**config.mk**
```make
export PLATFORM = sky130hd
export DESIGN_NAME = rect_sum_reader
export DESIGN_NICKNAME = d
export VERILOG_FILES = /design/src/rtl/rect_sum_reader.sv
export SDC_FILE = /design/constraint.sdc
export NUM_CORES = 1
export LEC_CHECK = 0
export ABC_AREA = 1
export CAP_MARGIN = 25
export CORE_ASPECT_RATIO = 1.1
export CORE_UTILIZATION = 52
export DETAILED_ROUTE_END_ITERATION = 10
export GPL_TIMING_DRIVEN = 0
export HOLD_SLACK_MARGIN = 0.08
export PLACE_DENSITY_LB_ADDON = 0.12
export SLEW_MARGIN = 20
export SYNTH_ARGS = -nofsm -noshare
export SYNTH_HDL_FRONTEND = slang
export SYNTH_SLANG_ARGS = --single-unit
```
**constraint.sdc**
```tcl
create_clock -name clk -period 3 [get_ports clk]
set_input_delay 0.3 -clock clk [delete_from_list [all_inputs] [get_ports clk]]
set_output_delay 0.3 -clock clk [all_outputs]
set_load 0.01 [all_outputs]
```
**src/rtl/rect_sum_reader.sv**
```systemverilog
// Rectangle-sum client of the integral-image window buffer.
// Fetches up to four corner values (D, B, C, A) and returns D - B - C + A.
module rect_sum_reader #(
  parameter int W_DATA        = 18,
  parameter int WINDOW_WIDTH  = 24,
  parameter int WINDOW_HEIGHT = 24,
  localparam int W_ADDR  = $clog2(WINDOW_WIDTH * WINDOW_HEIGHT),
  localparam int W_COORD = $clog2(((WINDOW_WIDTH > WINDOW_HEIGHT) ? WINDOW_WIDTH : WINDOW_HEIGHT) + 1)
) (
  input  logic               clk,
  input  logic               rst,
  input  logic               rect_valid,
  output logic               rect_ready,
  input  logic [W_COORD-1:0] rect_x,
  input  logic [W_COORD-1:0] rect_y,
  input  logic [W_COORD-1:0] rect_w,
  input  logic [W_COORD-1:0] rect_h,
  output logic               addr_valid,
  input  logic               addr_ready,
  output logic [W_ADDR-1:0]  addr_data,
  input  logic               rd_valid,
  output logic               rd_ready,
  input  logic [W_DATA-1:0]  rd_data,
  output logic               sum_valid,
  input  logic               sum_ready,
  output logic [W_DATA-1:0]  sum_data,
  output logic               sum_err
);

  typedef enum logic [1:0] {S_IDLE, S_ADDR, S_DATA, S_OUT} state_t;

  state_t               r_state, w_next;
  logic [W_COORD-1:0]   r_row_hi, r_row_lo, r_col_hi, r_col_lo;
  logic [3:0]           r_todo;  // remaining corners, bit0..3 = D, B, C, A
  logic [W_DATA-1:0]    r_acc;
  logic                 r_err;

  logic [W_COORD:0]     w_x_end, w_y_end;
  logic                 w_illegal;
  logic [3:0]           w_cur, w_todo_rem;
  logic [W_COORD-1:0]   w_cur_row, w_cur_col;
  logic                 w_subtract;
  logic                 w_rect_hs, w_rd_hs;

  // Bounds compared one bit wider so x+w cannot wrap past the window edge.
  assign w_x_end   = {1'b0, rect_x} + {1'b0, rect_w};
  assign w_y_end   = {1'b0, rect_y} + {1'b0, rect_h};
  assign w_illegal = (rect_w == '0) || (rect_h == '0) ||
                     (w_x_end > (W_COORD+1)'(WINDOW_WIDTH)) ||
                     (w_y_end > (W_COORD+1)'(WINDOW_HEIGHT));

  // Lowest set bit of the to-do mask is the corner currently being fetched.
  assign w_cur      = r_todo & (~r_todo + 4'd1);
  assign w_todo_rem = r_todo & ~w_cur;
  assign w_cur_row  = (w_cur[0] || w_cur[2]) ? r_row_hi : r_row_lo;
  assign w_cur_col  = (w_cur[0] || w_cur[1]) ? r_col_hi : r_col_lo;
  assign w_subtract = w_cur[1] || w_cur[2];

  assign addr_data = W_ADDR'(w_cur_row) * W_ADDR'(WINDOW_WIDTH) + W_ADDR'(w_cur_col);
  assign sum_data  = r_acc;
  assign sum_err   = r_err;
  assign w_rect_hs = rect_valid && rect_ready;
  assign w_rd_hs   = rd_valid && rd_ready;

  // NOTE: sequential state uses non-blocking assignments so every register samples pre-edge values.
  always_ff @(posedge clk) begin
    if (rst) r_state <= S_IDLE;
    else     r_state <= w_next;
  end

  // NOTE: every output gets a default first so no path through the case infers a latch.
  always_comb begin
    w_next     = r_state;
    rect_ready = 1'b0;
    addr_valid = 1'b0;
    rd_ready   = 1'b0;
    sum_valid  = 1'b0;
    case (r_state)
      S_IDLE: begin
        rect_ready = 1'b1;
        if (rect_valid) w_next = w_illegal ? S_OUT : S_ADDR;
      end
      S_ADDR: begin
        addr_valid = 1'b1;
        if (addr_ready) w_next = S_DATA;
      end
      S_DATA: begin
        rd_ready = 1'b1;
        if (rd_valid) w_next = (w_todo_rem == 4'd0) ? S_OUT : S_ADDR;
      end
      S_OUT: begin
        sum_valid = 1'b1;
        if (sum_ready) w_next = S_IDLE;
      end
      default: w_next = S_IDLE;
    endcase
  end

  always_ff @(posedge clk) begin
    if (rst) begin
      r_row_hi <= '0;
      r_row_lo <= '0;
      r_col_hi <= '0;
      r_col_lo <= '0;
      r_todo   <= '0;
      r_acc    <= '0;
      r_err    <= 1'b0;
    end else if (w_rect_hs) begin
      // Row/col -1 wrap harmlessly: those corners are masked out of r_todo.
      r_row_hi <= rect_y + rect_h - W_COORD'(1);
      r_row_lo <= rect_y - W_COORD'(1);
      r_col_hi <= rect_x + rect_w - W_COORD'(1);
      r_col_lo <= rect_x - W_COORD'(1);
      r_todo   <= w_illegal ? 4'd0 :
                  {(rect_x != '0) && (rect_y != '0), rect_x != '0, rect_y != '0, 1'b1};
      r_acc    <= '0;
      r_err    <= w_illegal;
    end else if (w_rd_hs) begin
      r_acc  <= w_subtract ? (r_acc - rd_data) : (r_acc + rd_data);
      r_todo <= w_todo_rem;
    end
  end

endmodule

```
After elaboration in Yosys (flattened, before gate mapping)

Index checks and enable logic that the tools add are counted.

Add/sub/neg operators: 12
Multiply operators: 1
Magnitude comparators: 2
Equal/unequal tests: 7
Mux-type cells: 17
Bitwise operators: 4
Reductions and logical operators: 18

Operators with widths:

| cell                                                                             | count |
|---|---|
| 5-bit by 1-bit subtractor with 5-bit output (second input constant)              | 4 |
| 18-bit adder                                                                     | 1 |
| 18-bit two-way mux                                                               | 1 |
| 18-bit subtractor                                                                | 1 |
| 5-bit by 5-bit adder with 6-bit output                                           | 2 |
| 6-bit by 5-bit greater-than comparator with 1-bit output (second input constant) | 2 |
| 2-bit two-way mux                                                                | 6 |
| 4-bit two-way mux                                                                | 3 |
| 10-bit by 5-bit adder with 10-bit output                                         | 1 |
| 5-bit adder                                                                      | 2 |
| 5-bit logical NOT                                                                | 2 |
| 5-bit two-way mux                                                                | 2 |
| 5-bit nonzero test                                                               | 2 |
| 4-bit AND                                                                        | 2 |
| 2-bit != test (second input constant)                                            | 4 |
| 4-bit NOT                                                                        | 2 |
| 2-bit case mux with 4 select lines                                               | 1 |
| 5-bit by 2-bit multiplier with 7-bit output (second input constant)              | 1 |
| 1-bit logical OR                                                                 | 6 |
| 4-bit by 1-bit adder with 4-bit output (second input constant)                   | 1 |
| 2-bit equality test (second input constant)                                      | 2 |
| 4-bit logical NOT                                                                | 1 |
| 1-bit two-way mux                                                                | 4 |
| 4-bit AND reduction                                                              | 1 |
| other kinds (5)                                                                  | 7 |

Bits in registers: 45
Bits of input ports: 44
Output and inout port bits: 33
Logic and storage cells: 69

Longest topological paths before layout

Gate-level depths: netlist of run 1.

Depth in word-level cells: 9
Depth in mapped cells: 21
Depth with buffers taken out: 20

Least setup slack after synthesis of run 1

Ideal clock, no wire load.

Path kind: flip-flop to output port
Start: register r_todo[2]
End: output addr_data[9]
Arrival time: 2.394 ns
Required time: 2.700 ns
Setup slack: 0.306 ns
Cell stages (with the launch flop): 14
Path buffers: 0
Cells stage by stage: dfxtp_1 -> inv_2 -> o21ai_2 -> nand2_1 -> o21ai_0 -> ha_1 -> inv_1 -> fa_1 -> or2_1 -> a21oi_1 -> nor2_1 -> xnor2_1 -> nand2_1 -> xor2_1

Word-level cells in the longest chain between the ends: 7

RTL lines:

| element                                         | RTL line | text |
|---|---|---|
| start: declaration                              | 34       | `logic [3:0] r_todo;` |
| start signal: assignment                        | 114      | `r_todo <= w_illegal ? 4'd0 :` |
| start signal: assignment                        | 120      | `r_todo <= w_todo_rem;` |
| 4-bit NOT                                       | 53       | `assign w_cur = r_todo & (~r_todo + 4'd1);` |
| 4-bit by 1-bit adder with 4-bit output          | 53       |  |
| 4-bit AND (*)                                   | 53       |  |
| 1-bit logical OR (*)                            | 55       | `assign w_cur_row = (w_cur[0] \|\| w_cur[2]) ? r_row_hi : r_row_lo;` |
| 5-bit two-way mux (*)                           | 55       |  |
| 5-bit by 2-bit multiplier with 7-bit output (*) | 59       | `assign addr_data = W_ADDR'(w_cur_row) * W_ADDR'(WINDOW_WIDTH) + W_ADDR'(w_cur_col);` |
| 10-bit by 5-bit adder with 10-bit output (*)    | 59       |  |
| end: declaration                                | 20       | `output logic [W_ADDR-1:0] addr_data,` |

Mark *: on every way between the ends. The rest lies on a longest branch, timed or not.

Final worst setup path of run 1

Start: register r_todo[1]
End: output addr_data[9]

Word-level cells in the longest chain between the ends: 7
Elaborated cells on any way between the ends: 9
Classes of those cells: 2 x add/sub; 1 x mul; 2 x mux; 2 x bitwise; 2 x reduce/logical

RTL lines:

| element                                      | RTL line |
|---|---|
| 4-bit NOT                                    | 53 |
| 4-bit by 1-bit adder with 4-bit output       | 53 |
| 4-bit AND (*)                                | 53 |
| 1-bit logical OR                             | 55 |
| 5-bit two-way mux                            | 55 |
| 5-bit by 2-bit multiplier with 7-bit output  | 59 |
| 10-bit by 5-bit adder with 10-bit output (*) | 59 |

Marks and branches as above.

==> results of run 1 <==
routing by layer:
layer	routed length (um)	global-route usage (%)	part of all wire (%)
met5	0	0	0
met4	588	13.8	5.1
met3	359	3.30	3.1
met2	6100	50.7	53
met1	4450	26.5	39
final cells by class:
type	instances	share of cell area, %
multi-input combinational	469	54.7
timing repair buffer	97	16.1
sequential	45	15.9
inverter	120	7.99
tap	108	2.37
clock buffer	6	1.27
buffer	12	0.966
clock inverter	2	0.681
worst max-delay path, delay by kind of cell, from the launching register on:
kind | cells | cell delay (ps)
AND/OR/NAND/NOR | 4 | 460
AO/OA/AOI/OAI | 3 | 490
flip-flops | 1 | 370
buffers and inverters | 3 | 320
XOR/XNOR | 2 | 310
adder cells (fa/ha/maj) | 2 | 530
stage by stage:
step                TNS, ps  utilization, %  setup slack, ps  cell area [um^2]
floorplan                 0               -              306              4370
global placement      -1620            65.4             -415              5260
global route           -784            70.9             -270              5700
CTS                    -258            67.9             -143              5460
finish                 -215            70.9             -109              5700
detailed placement    -2360            65.4             -525              5260
cells in the final DEF (no fill, tap or decap), types with 6 or more instances in the layout:
master	n
sky130_fd_sc_hd__a21oi_1	46
sky130_fd_sc_hd__o21ai_1	11
sky130_fd_sc_hd__o21bai_1	11
sky130_fd_sc_hd__clkdlybuf4s50_1	68
sky130_fd_sc_hd__nor2_1	43
sky130_fd_sc_hd__xnor2_1	16
sky130_fd_sc_hd__buf_4	22
sky130_fd_sc_hd__nand2_1	108
sky130_fd_sc_hd__a21oi_2	8
sky130_fd_sc_hd__ha_1	48
sky130_fd_sc_hd__o21ai_0	35
sky130_fd_sc_hd__dfxtp_1	42
sky130_fd_sc_hd__clkbuf_1	6
sky130_fd_sc_hd__nor3_1	7
sky130_fd_sc_hd__nand4_1	7
sky130_fd_sc_hd__xor2_1	22
sky130_fd_sc_hd__fa_1	6
sky130_fd_sc_hd__nor2_2	8
sky130_fd_sc_hd__nand2_2	10
sky130_fd_sc_hd__buf_2	7
sky130_fd_sc_hd__inv_1	108
sky130_fd_sc_hd__inv_2	10
sky130_fd_sc_hd__nand3_1	30
worst paths after layout:
kind               start            to  depth (start not counted)
max            r_todo[1]  addr_data[9]                         14
min           rd_data[0]   sum_data[0]                          3
max reg2reg    r_todo[2]  sum_data[14]                         16
min reg2reg  r_col_hi[3]   r_col_hi[3]                          2
sequential cells by signal (all words and copies together), names as in the netlist:
register  cells
r_col_hi      5
sum_err       1
r_row_hi      5
r_todo        4
r_col_lo      5
r_row_lo      5
sum_data     18
r_state       2
where the power goes:
group	switching, W	internal [W]	total, W
Clock	0.000220	0.000250	0.000470
Combinational	0.00128	0.000988	0.00227
Sequential	0.0000821	0.000701	0.000783
timing repair:
item | CTS | global route
hold buffers | 0 | 0
pin swaps | 9 | 17
buffers inserted | 9 | 13
gates resized for setup | 26 | 41
setup endpoints to repair | 6 | 12
cells in the mapped netlist, drive strengths merged:
cell / n / area (um^2)
nand3b: 1 / 7.51
o21bai: 12 / 90.1
a21boi: 1 / 11.3
a31o: 1 / 8.76
inv: 120 / 450
nor2: 53 / 224
fa: 7 / 140
nor4: 3 / 18.8
a21oi: 55 / 294
xnor2: 17 / 149
buf: 7 / 36.3
nand2: 118 / 445
o21ai: 52 / 272
mux2: 3 / 33.8
or2: 4 / 25.0
nor3b: 1 / 12.5
clkbuf: 5 / 18.8
a31oi: 5 / 31.3
nand3: 32 / 160
dfxtp: 45 / 901
o311ai: 1 / 8.76
nand4: 7 / 43.8
o21a: 4 / 30.0
xor2: 23 / 201
a21o: 3 / 22.5
o22ai: 3 / 18.8
ha: 52 / 651
nor3: 7 / 35.0
o221ai: 1 / 8.76
o211ai: 2 / 15.0
o31ai: 1 / 7.51
kinds of logic (layout without fill, tap and decap cells):
kind of cell / Yosys count / in the layout / share of synthesized area (%)
adders and majority gates: 59 / 59 / 18.1
buffers and inverters: 132 / 237 / 11.6
AOI/OAI and AO/OA: 141 / 141 / 18.7
xor gates and xnor gates: 40 / 40 / 8.01
DFF: 45 / 45 / 20.6
and+or+nand+nor: 226 / 226 / 22.2
muxes: 3 / 3 / 0.773
==> flow_results.org, run 1 <==
** Synthesis
- Cells after synthesis :: 646
- For this run, the number of Yosys warnings is 0.
- After synthesis the netlist holds a flip-flop and latch count of 45.
- Number of different library cells in the post-synthesis netlist :: 42
- Syn avg cell area :: 6.77 um^2
- Post-synth net total :: 749
- Netlist area before placement :: 4370 um^2
- Share of synthesized area occupied by flip-flops and latches :: 20.6%

** Clocking
- Clock tree synthesis found a total of 45 sinks.
- Clock latency on the worst-skew pair, taken at its later pin, is 300 ps.
- Clock-pin transition on the worst setup and hold timing paths :: 90 ps
- Clock tree synthesis inserted a total of 5 buffers.
- The longest clock path from root to sink contains 2 buffers.
- TritonCTS clock tree :: built
- The H-tree was split into 2 levels.
- The tree is rooted in a sky130_fd_sc_hd__clkbuf_8.

** Route
- The detailed router placed 4566 vias in this run.
- The first detailed-routing pass ran for 4 iterations.
- After detailed routing, the number of vias per cell comes to 5.32.
- Post-route DRC violation count :: 0
- After detailed routing, the total wire length is 11500 um.
- For this block, the initial DRC count from the detailed router was 162.
- The count of nets left with antenna violations once routing finished came out at 0.
- After detailed routing, the average wire length per cell comes to 13.4 um.

** Setup path
- The setup check on the worst reg-to-reg path leaves a slack of 160 ps.
- Maximum fanout along the worst path :: 6
- The signal on the critical path passes through o21ai_4, nand2_2, o21ai_4, ha_2, inv_2, fa_2, or2_1, a21oi_2, nor2_1, xnor2_1, buf_4, nand2_2, xor2_1, buf_2.
- At the worst endpoint, the required time is 2700 ps.
- CP endpoint kind :: output port
- STA classifies the critical path startpoint as a register.
- Worst path slowest cell :: sky130_fd_sc_hd__dfxtp_2
- Worst Setup Path Type :: register to output port
- Arrival time of data at the critical path endpoint :: 2810 ps
- Crit-path max cell delay :: 370 ps

** Hold path
- Hold/Removal Path Class :: primary input to register

** Global route
- The total overflow left after global routing is 0.
- Global-route wire length before repair :: 18100 um
- The number of antenna violations at the first check in global routing is 0.
- Vias in the first global route :: 4287
- Entering global routing, the biggest net connects 15 pins.
- Across every metal layer, demand over resource in global routing totals 26.3%.

** Finish
- Number of filler instances in the final layout :: 678
- P&R area growth vs syn :: 30.3%
- Layout cell share with drive strength beyond 1 :: 14.1%
- The final layout contains 853 nets.
- Filler-free cell count of the finished design :: 859
- Multi-input combinational cell area :: 3120 um^2
- Sequential cell area :: 907 um^2
- Count of inserted antenna diode cells :: 0

** Floorplan
- The floorplan step defined a die boundary enclosing 8780 um^2.
- Core region area :: 8040 um^2
- The initialized floorplan defines 34 standard-cell rows.
- In this run the vertical extent of the chip is 98.2 um.
- The initial utilization of the core area, before any placement, comes to 54.4%.
- Die Width :: 89.4 um
- Number of ports placed on the die boundary :: 77

** STA
- Crit path setup slack, layout :: -109 ps
- Based on the critical path, the design can be clocked at up to 0.322 GHz.
- The final-report hold violation count came to 0.
- Shortest period the worst path allows :: 3110 ps
- RSZ-0062 raised after global routing :: yes
- The max-slew violation total from the final report was 0.
- Hold is met by 366 ps.
- Across the routed clock network, the largest skew measured is 10.0 ps.
- Measured against its own limit, the worst slew margin works out to 64.2%.
- Share of the cycle needed by the critical path after routing :: 104%
- Finish-stage setup viols :: 3
- At the pin with the least slew margin, the transition time is 531 ps.

** Flow run
- Max-cap violations in this run came to 0.

** Placement
- The wire-length estimate of the detail-placed layout is 9020 um.
- The number of placed instances, taps included, is 829.
- Routability-driven placement congestion ratio :: 0.904
- The count of buffers added on input and output ports is 75.

** Power
- The design draws 0.00353 W.
- VDD sags by at most 0.285 mV.
- In this run the static leakage power is 2.86 nW.
- Power spread over the standard cell area amounts to 619 nW/um^2.

** Status
- Violations in the final reports :: setup timing
- The flow ran to the end, but the final reports show violations.
Power figures use the tool's default switching activity.
==> run 2: changes to the inputs <==
--- a/config.mk
+++ b/config.mk
@@ -7,7 +7,7 @@
 export LEC_CHECK = 0
 export ABC_AREA = 1
 export CAP_MARGIN = 25
-export CORE_ASPECT_RATIO = 1.1
+export CORE_ASPECT_RATIO = 1.25
 export CORE_UTILIZATION = 52
 export DETAILED_ROUTE_END_ITERATION = 10
 export GPL_TIMING_DRIVEN = 0
==> run 2 against run 1 <==
  * The flow finishes with violations (DRC, setup timing)
  * Total power shrank 3.3%
  * First-iteration DRC count down 15%
  * Register-to-register slack better by 20 ps
  * Design area fell by 1.5%
  * Die area about the same
  * Setup slack improved by 75 ps
  * Final cell count shrank 2.4%
  * Wire length is essentially flat
  * Sequential share of layout area is 0.28 points higher
  * Largest power group unchanged
  * Highest routed layer unchanged
==> flow_results.org, run 2 (same netlist as run 1, synthesis figures left out) <==
** Status
- Status :: finished, violations left
- Violations in the final reports :: DRC, setup timing

** Clocking
- In this run the number of H-tree levels came out at 2.
- The clock passes through at most 2 buffers.
- The tree is rooted in a sky130_fd_sc_hd__clkbuf_8.
- Clock tree synthesis found a total of 45 sinks.
- TritonCTS built the clock tree.
- Number of clock buffers inserted by TritonCTS :: 5
- Insertion delay of the later-clocked pin in the worst-skew pair :: 320 ps
- Clock-pin slew was measured on the worst setup and hold paths at 100 ps.

** STA
- Hold Vio Cnt, Final :: 0
- Tightest Pin Transition :: 532 ps
- Finish-stage setup viols :: 1
- After layout, the worst path uses 101% of the clock period.
- Slew Limit Headroom :: 64.6%
- Fmax :: 0.330 GHz
- Shortest period the worst path allows :: 3030 ps
- The max-slew violation total from the final report came to 0.
- Worst-case clock skew :: 6.45 ps
- RSZ-0062 raised after global routing :: yes
- Crit path setup slack, layout :: -33.8 ps

** Setup path
- Worst path required time :: 2700 ps
- Reg2Reg Launch Point :: r_todo[2]
- In this run the worst path has a maximum fanout of 5.
- Worst Setup Path Type :: register to output port
- Tracing the worst setup path back leads to its startpoint at r_todo[0].
- CP endpoint kind :: output port
- Arrival time of data at the critical path endpoint :: 2730 ps
- CP Buf/Inv Count :: 4
- Sort of element at the start of the critical path :: register
- Cells along the critical path :: inv_4, o21ai_4, buf_4, o21ai_2, ha_2, inv_2, fa_2, or2_4, a21oi_2, nor2_1, xnor2_2, nand2_1, xor2_1, buf_2
- The largest individual stage delay along the critical path comes from the cell sky130_fd_sc_hd__dfxtp_4.
- Broken down by cell family, the worst path's largest delay share belongs to adder cells.
- For this run, the slowest stage of the critical path takes 370 ps.

** Power
- Power Internal :: 0.00180 W
- Power spread over the standard cell area amounts to 607 nW/um^2.
- The design draws 0.00341 W.
- Register share of total power :: 23.0%
- Proportion of power drawn by combinational gates :: 64.3%
- Max rail drop VDD :: 0.249 mV
- The analysis attributes to cell leakage a power of 2.83 nW.
- Sw frac :: 47.1%
- The clock network accounts for 12.7% of the total power.
- For this design the total switching power over the nets is 0.00160 W.

** Route
- Average wire length per cell after detail routing :: 13.7 um
- Post-detailed-routing wire length :: 11500 um
- Iteration count of the initial detailed-routing pass :: 8
- The detail route stage leaves a number of antenna-violating nets equal to 0.
- Iter 0 DRT Violations :: 138
- Post-route DRC violation count :: 12
- Via Count :: 4443
- Using the TritonRoute via totals, the vias-per-cell ratio works out to 5.30.

** Finish
- Commonest non-fill, non-tap cell in the layout :: sky130_fd_sc_hd__nand2_1
- P&R area growth vs syn :: 28.4%
- Multi-input combinational cell area :: 3140 um^2
- Summing all flip-flop and latch instances after layout gives 910 um^2.
- For this run, the number of standard cells in the final layout without fillers is 838.
- Layout cell share with drive strength beyond 1 :: 13.0%
- The number of antenna diodes in the final layout is 0.
- The register with the most flip-flops in the layout has 18 of them.
- Net count reported at finish :: 843
- Most used cells in the layout excluding fill and tap cells :: sky130_fd_sc_hd__nand2_1, sky130_fd_sc_hd__inv_1, sky130_fd_sc_hd__clkdlybuf4s50_1
- Fill cells in the final layout number 718.

** Placement
- The number of placed instances, taps included, is 818.
- Estimated wirelength of the detail-placed design :: 9110 um
- Routability-driven placement congestion ratio :: 0.910
- Total of buffers placed on input and output ports :: 75

** Floorplan
- The floorplan has 37 rows.
- Number of ports placed on the die boundary :: 77
- Die Width :: 84.0 um
- The die covers 8780 um^2.
- Core region area :: 8190 um^2
- Die height :: 105 um
- Once the floorplan was initialized, standard cells occupied 53.4% of the core.

** Global route
- Vias in the first global route :: 4358
- Global-route congestion overflow total :: 0
- The number of antenna violations at the first check in global routing is 0.
- Maximum number of pins on one net before global-route repair :: 18
- Across every metal layer, demand over resource in global routing totals 26.3%.
- Global-route wire length before repair :: 18700 um

** Flow run
- Max-capacitance violation count :: 0

** Hold path
- In this run the worst hold path is classified as primary input to register.
- Hold path startpoint :: rd_data[0]
[run 2: cell types whose count changed in the layout (fill, tap and decap cells not counted), sizes merged]
cell	delta
clkinv	-1
bufinv	-1
clkdlybuf4s15	-1
dlymetal6s2s	+2
buf	-12
clkbuf	+1
clkdlybuf4s50	-2
o21ai	+1
inv	+3
[run 2: final cells by class]
cell class                 count  area share [%]
buffer                        12            1.03
clock buffer                   5            1.23
clock inverter                 3           0.513
inverter                     120            8.11
multi-input combinational    470            56.0
sequential                    45            16.2
tap                           97            2.16
timing repair buffer          86            14.8
[run 2: final timing paths]
| check | endpoint | slack, ps | depth (start not counted) |
|---|---|---|---|
| worst min-delay path | sum_data[0] | 340 | 3 |
| worst max-delay path | addr_data[9] | -30 | 14 |
| worst max register to register | sum_data[16] | 180 | 18 |
| worst min register to register | r_row_lo[0] | 480 | 2 |
[run 2: per-stage QoR]
step | hold slack (ps) | instance area (um^2) | setup TNS (ps) | util [%] | worst slack [ps]
after floorplan | 390 | 4370 | 0 | - | 306
after global placement | 442 | 5240 | -2270 | 64.0 | -441
after detailed placement | 439 | 5240 | -2850 | 64.0 | -491
after CTS | 371 | 5430 | -155 | 66.3 | -112
after global routing | 372 | 5610 | -301 | 68.5 | -167
final | 342 | 5610 | -33.8 | 68.5 | -33.8
[run 2: worst min-delay path: cells and delay by family]
family | cells | cell delay [ps]
buf+inv | 1 | 130
fa+ha+maj | 1 | 150
compound gates | 1 | 50
[run 2: power by group through the flow]
stage               clock network [W]  logic, W  registers [W]
global placement                    0   0.00197       0.000782
CTS                          0.000439   0.00204       0.000780
finish                       0.000434   0.00219       0.000783
detailed placement                  0   0.00200       0.000787
floorplan                           0   0.00137       0.000784
global route                 0.000469   0.00243       0.000795
[run 2: metal layers]
metal / routed length (um) / global-route usage [%] / vias up
li1: - / - / 2284
met1: 4580 / 26.8 / 2038
met2: 6330 / 52.7 / 103
met3: 318 / 3.25 / 18
met4: 276 / 10.7 / 0
met5: 0 / 0 / -
[run 2: what timing repair did]
item                                    CTS  global route
setup buffers                             7             4
pin swaps                                 8            17
cloned                                    1             0
resized for setup                        28            43
endpoints found under the hold margin     0             0
endpoints found under the setup margin    6            15
hold buffers                              0             0
